===== src/rtl/led_sequencer.sv =====
// Programmable LED sequencer: a byte command stream loads (pattern, duration) steps
// that are replayed once or in a loop on the active-low gpio LEDs.
module led_sequencer #(
    parameter int TICK_DIV = 200_000,
    parameter int DEPTH    = 8
) (
    input  logic                     clk,
    input  logic                     resetn,
    input  logic [7:0]               cmd_data,
    input  logic                     cmd_valid,
    output logic                     cmd_ready,
    output logic [2:0]               gpio,
    output logic                     busy,
    output logic [$clog2(DEPTH)-1:0] step_idx,
    output logic                     overflow
);

    localparam int IW = $clog2(DEPTH);
    localparam int CW = IW + 1;
    localparam int PW = $clog2(TICK_DIV);

    localparam logic [7:0] CMD_CLEAR = 8'h80;
    localparam logic [7:0] CMD_LOOP  = 8'h81;
    localparam logic [7:0] CMD_ONCE  = 8'h82;
    localparam logic [7:0] CMD_STOP  = 8'h83;

    // busy is the decoded state (PLAY) and doubles as the FSM observation point.
    typedef enum logic {S_IDLE = 1'b0, S_PLAY = 1'b1} state_t;

    state_t          state_q, state_d;
    logic            loop_q, loop_d;
    logic            cmd_vld_q, cmd_vld_d;
    logic [7:0]      cmd_q, cmd_d;
    logic [6:0]      prog_q [DEPTH];
    logic [6:0]      prog_d [DEPTH];
    logic [CW-1:0]   count_q, count_d;
    logic            ovf_q, ovf_d;
    logic [IW-1:0]   idx_q, idx_d;
    logic [PW-1:0]   presc_q, presc_d;
    logic [4:0]      tick_q, tick_d;

    logic [6:0]      cur_step;
    logic [4:0]      cur_dur;
    logic            last_presc;

    assign cur_step   = prog_q[idx_q];
    assign cur_dur    = (cur_step[3:0] == 4'd0) ? 5'd16 : {1'b0, cur_step[3:0]};
    assign last_presc = (presc_q == PW'(TICK_DIV - 1));

    // State register
    always_ff @(posedge clk or negedge resetn) begin
        if (!resetn) begin
            state_q   <= S_IDLE;
            loop_q    <= 1'b0;
            cmd_vld_q <= 1'b0;
            cmd_q     <= 8'h00;
            count_q   <= '0;
            ovf_q     <= 1'b0;
            idx_q     <= '0;
            presc_q   <= '0;
            tick_q    <= 5'd0;
            for (int i = 0; i < DEPTH; i++) begin
                prog_q[i] <= 7'd0;
            end
        end else begin
            state_q   <= state_d;
            loop_q    <= loop_d;
            cmd_vld_q <= cmd_vld_d;
            cmd_q     <= cmd_d;
            count_q   <= count_d;
            ovf_q     <= ovf_d;
            idx_q     <= idx_d;
            presc_q   <= presc_d;
            tick_q    <= tick_d;
            for (int i = 0; i < DEPTH; i++) begin
                prog_q[i] <= prog_d[i];
            end
        end
    end

    // Next-state: playback timing first, then the decoded command overrides it.
    always_comb begin
        state_d   = state_q;
        loop_d    = loop_q;
        cmd_vld_d = cmd_valid && cmd_ready;
        cmd_d     = (cmd_valid && cmd_ready) ? cmd_data : cmd_q;
        count_d   = count_q;
        ovf_d     = ovf_q;
        idx_d     = idx_q;
        presc_d   = presc_q;
        tick_d    = tick_q;
        for (int i = 0; i < DEPTH; i++) begin
            prog_d[i] = prog_q[i];
        end

        if (state_q == S_PLAY) begin
            if (last_presc) begin
                presc_d = '0;
                if (tick_q == cur_dur) begin
                    tick_d = 5'd1;
                    if ({1'b0, idx_q} + CW'(1) == count_q) begin
                        idx_d = '0;
                        if (!loop_q) begin
                            state_d = S_IDLE;
                        end
                    end else begin
                        idx_d = idx_q + IW'(1);
                    end
                end else begin
                    tick_d = tick_q + 5'd1;
                end
            end else begin
                presc_d = presc_q + PW'(1);
            end
        end

        if (cmd_vld_q) begin
            if (!cmd_q[7]) begin
                if (state_q == S_IDLE && count_q < CW'(DEPTH)) begin
                    prog_d[count_q[IW-1:0]] = cmd_q[6:0];
                    count_d = count_q + CW'(1);
                end else begin
                    ovf_d = 1'b1;
                end
            end else begin
                case (cmd_q)
                    CMD_CLEAR: begin
                        count_d = '0;
                        ovf_d   = 1'b0;
                        state_d = S_IDLE;
                    end
                    CMD_LOOP, CMD_ONCE: begin
                        if (count_q != '0) begin
                            state_d = S_PLAY;
                            loop_d  = (cmd_q == CMD_LOOP);
                            idx_d   = '0;
                            presc_d = '0;
                            tick_d  = 5'd1;
                        end
                    end
                    CMD_STOP: state_d = S_IDLE;
                    default: ;
                endcase
            end
        end

        if (state_d == S_IDLE) begin
            idx_d   = '0;
            presc_d = '0;
            tick_d  = 5'd0;
        end
    end

    // Outputs: valid/ready handshake transfers a byte on any edge where both are high;
    // ready drops for the single cycle in which that byte is being decoded.
    always_comb begin
        cmd_ready = ~cmd_vld_q;
        busy      = (state_q == S_PLAY);
        gpio      = busy ? ~cur_step[6:4] : 3'b111;
        step_idx  = busy ? idx_q : '0;
        overflow  = ovf_q;
    end

endmodule


===== config.mk =====
export PLATFORM = sky130hd
export DESIGN_NAME = led_sequencer
export DESIGN_NICKNAME = d
export VERILOG_FILES = /design/src/rtl/led_sequencer.sv
export SDC_FILE = /design/constraint.sdc
export NUM_CORES = 1
export LEC_CHECK = 0
export CORE_ASPECT_RATIO = 0.8
export CORE_MARGIN = 5
export CORE_UTILIZATION = 40
export DETAILED_ROUTE_END_ITERATION = 8
export GPL_TIMING_DRIVEN = 0
export PLACE_DENSITY = 0.68
export SLEW_MARGIN = 5
export SYNTH_ARGS = -nofsm -noshare
export SYNTH_HDL_FRONTEND = slang
export SYNTH_SLANG_ARGS = --single-unit

===== constraint.sdc =====
create_clock -name clk -period 3.8 [get_ports clk]
set_input_delay 0.76 -clock clk [delete_from_list [all_inputs] [get_ports clk]]
set_output_delay 0.76 -clock clk [all_outputs]
set_load 0.1 [all_outputs]

==> flow_summary.ini <==
[outcome]
outcome = finished, final reports clean

[floorplanning]
rows = 36
die_h_um = 110
die_area_um2 = 14900
io_pins = 20
die_x_um = 135
start_util = 0.410
core_um2 = 12300

[pwr]
combPwrFrac = 0.298
power_density_nw_per_um2 = 580
peakVddDrop_mv = 0.294
p_leak_nw = 2.36
p_seq_frac = 0.444
p_switching_mw = 1.07
power.internal_mw = 2.26
swShare = 0.321
power_frac_clock = 0.257

[sta]
setup_violations = 0
hold_viol = 0
post-route-min-period_ps = 3680
fmaxAchievable_ghz = 0.272
slew_headroom = 0.340
drv_slew = 0
finalCritPeriodShare = 0.969
finClkSkew_ps = 7.07
rsz0062_at_grt = false
tightest_slew_ps = 987

[place]
gp_congestion = 0.849
hpwl_mm = 7.44
post_dp_cell_area_um2 = 5450
numPortBuffers = 19

[cts]
clk_latency_ps = 350
cts_buffer_depth = 2
cts_tree = built
cts_num_sinks = 98
ctsHtreeMaxLevel = 3
postCtsSetupBuffers = 0
cts_root_buf = clkbuf_16
cts_buffers = 9
cts.clk_slew.worst_paths_ps = 70

[finish]
layout-drive-gt1-share = 0.304
area_growth_pct = 14.3
final_area_um2 = 5740
antenna_cells = 0
final_util = 0.468
fin_nets = 445

[critical_path]
worstReg2RegStart = cmd_q[2]
critPathMaxFanout = 10
worstPathArrival_ps = 2920
startpoint_type = flop
rrSetupSlack_ps = 590
critPathCaptureType = output port
crit_type = flop to output port
cp.required_ps = 3040
critPathLaunch = busy

[detailed_routing]
via_per_inst = 5.45
drt-wirelength-per-cell_um = 17.7
wirelength_mm = 10.7
num_vias = 3298
post-route-drc-count = 0
drtIter0Drc = 206
drt_first_pass_iters = 4
final_antenna_net_count = 0

[synth]
synth_edf_count = 0
async_flop_share = 1.00
synth_ff_type = dfrtp_1
post-synth-top-area-fraction = 0.489
yosysUniqueCellTypes = 49
syn_inst = 399
yosys_warnings = 0
syn_nets = 415
yosysTopAreaCell = dfrtp_1
synth_seq_cells = 98
synth.avg_cell_area_um2 = 12.6
yosys-top-cells-area = dfrtp_1, mux2_2, mux4_2
ys_seq_area_frac = 0.489
synth.cell_area_um2 = 5020

[global_routing]
grt_pass1_vias = 3541
antenna_found_initial = 0
grt.overflow.total = 0
track_usage = 0.158
grt_pass1_wl_mm = 18.2
grt_start_max_net_pins = 52

[run]
cap_violations = 0

[min_path]
hold_class = input port to asynchronous set/reset pin
-- what timing repair did --
action / in CTS / in global routing
endpoints found under the setup margin: 3 / 1
gates cloned: 0 / 0
hold buffers: 0 / 0
gates resized for setup: 9 / 1
-- placed cells by master, fill, tap and decap left out, types with 2 or more instances in the layout --
cell type,Yosys,routed
buf_6,3,3
dfrtp_1,98,98
mux2i_2,4,4
mux2i_1,2,2
nand4_1,7,7
clkdlybuf4s50_1,0,14
inv_1,7,7
mux2_2,63,63
nor2_1,17,17
xor2_1,21,21
a211oi_1,3,3
mux4_2,14,14
o21ai_0,10,10
nand2b_1,2,2
clkdlybuf4s15_2,0,3
clkbuf_16,0,9
and2_1,3,3
nor4bb_1,2,2
nor3_2,0,2
nor3_4,2,2
xnor2_1,9,9
buf_4,1,2
nand3_1,15,15
nor2b_1,2,2
nand2_1,27,27
clkbuf_1,16,16
nand4_2,2,2
o31ai_1,3,3
and3_1,4,4
clkinv_2,0,2
ha_1,5,5
and4_1,3,3
a21oi_1,4,4
nor4_1,6,6
nor4_2,14,14
clkinvlp_4,0,3
buf_2,3,3
nor3_1,10,8
-- critical path: stages (launching register included) --
cell and delay (ps):
dfrtp_1 340, clkbuf_1 400, clkbuf_1 490, and2_1 210, clkdlybuf4s50_1 1130
-- worst paths after layout --
check,end,cells past startpoint
max,step_idx[1],4
max in group asynchronous,prog_q[27],2
min,cmd_q[1],1
min in group clk,prog_q[15],2
min reg2reg,prog_q[15],2
max reg2reg,presc_q[8],8
-- per-layer routing --
metal  share of wire  up-vias  wire length, um  track usage
li1                -     1521                -            -
met1            0.48     1698             5200        0.218
met2            0.46       64             4960        0.242
met3           0.038       15              410       0.0426
met4           0.015        0              157       0.0532
met5               0        -                0            0
-- stage by stage --
stage	hold slack (ps)	total power [mW]	setup slack, ps	setup TNS [ps]	std cells
finish	434	3.33	119	0	605
global route	492	3.52	5.20	0	605
CTS	466	3.34	117	0	605
detailed placement	471	2.49	-236	-691	590
global placement	457	2.44	-1540	-150950	589
floorplan	445	2.24	646	0	399
-- flip-flops by register name, summed over array words and instances, names as in the netlist --
name       count
busy           1
presc_q       18
tick_q         5
idx_q          3
cmd_q          8
loop_q         1
prog_q        56
cmd_vld_q      1
count_q        4
overflow       1
-- kinds of logic (layout without fill, tap and decap cells) --
family / Yosys count / count (layout) / share of synthesized area
adders and majority gates: 5 / 5 / 0.0125
DFF: 98 / 98 / 0.489
xor gates and xnor gates: 32 / 32 / 0.0623
muxes: 83 / 83 / 0.219
AOI/OAI and AO/OA: 27 / 27 / 0.0339
buffers and inverters: 32 / 67 / 0.0302
and+or+nand+nor: 122 / 122 / 0.154
-- cell usage after synthesis, drive strengths merged (3+ instances only) --
library cell  instances
nor2                 17
nor3                 12
and2                  3
clkbuf               17
mux4                 14
nor4                 20
inv                   7
nand4                 9
o31ai                 3
ha                    5
xor2                 21
a21oi                 4
nand2                27
dfrtp                98
buf                   8
xnor2                10
mux2i                 6
mux2                 63
nand3                15
and3                  4
a211oi                3
o21ai                11
and4                  3
-- power groups by stage --
stage | registers, mW | logic (mW) | clock network [mW]
2_1_floorplan | 1.47 | 0.766 | 0
4_1_cts | 1.48 | 0.994 | 0.871
6_report | 1.48 | 0.994 | 0.857
5_1_grt | 1.52 | 1.08 | 0.923
3_3_place_gp | 1.48 | 0.958 | 0
3_5_place_dp | 1.50 | 0.987 | 0
-- final cells by class --
class,count,area (um2)
tap,171,214
multi-input combinational,269,2430
clock buffer,9,225
sequential,98,2450
clock inverter,7,52.6
timing repair buffer,20,221
inverter,7,26.3
fill,1122,6510
buffer,24,121
Note: power is estimated with default switching activity, not from simulation.
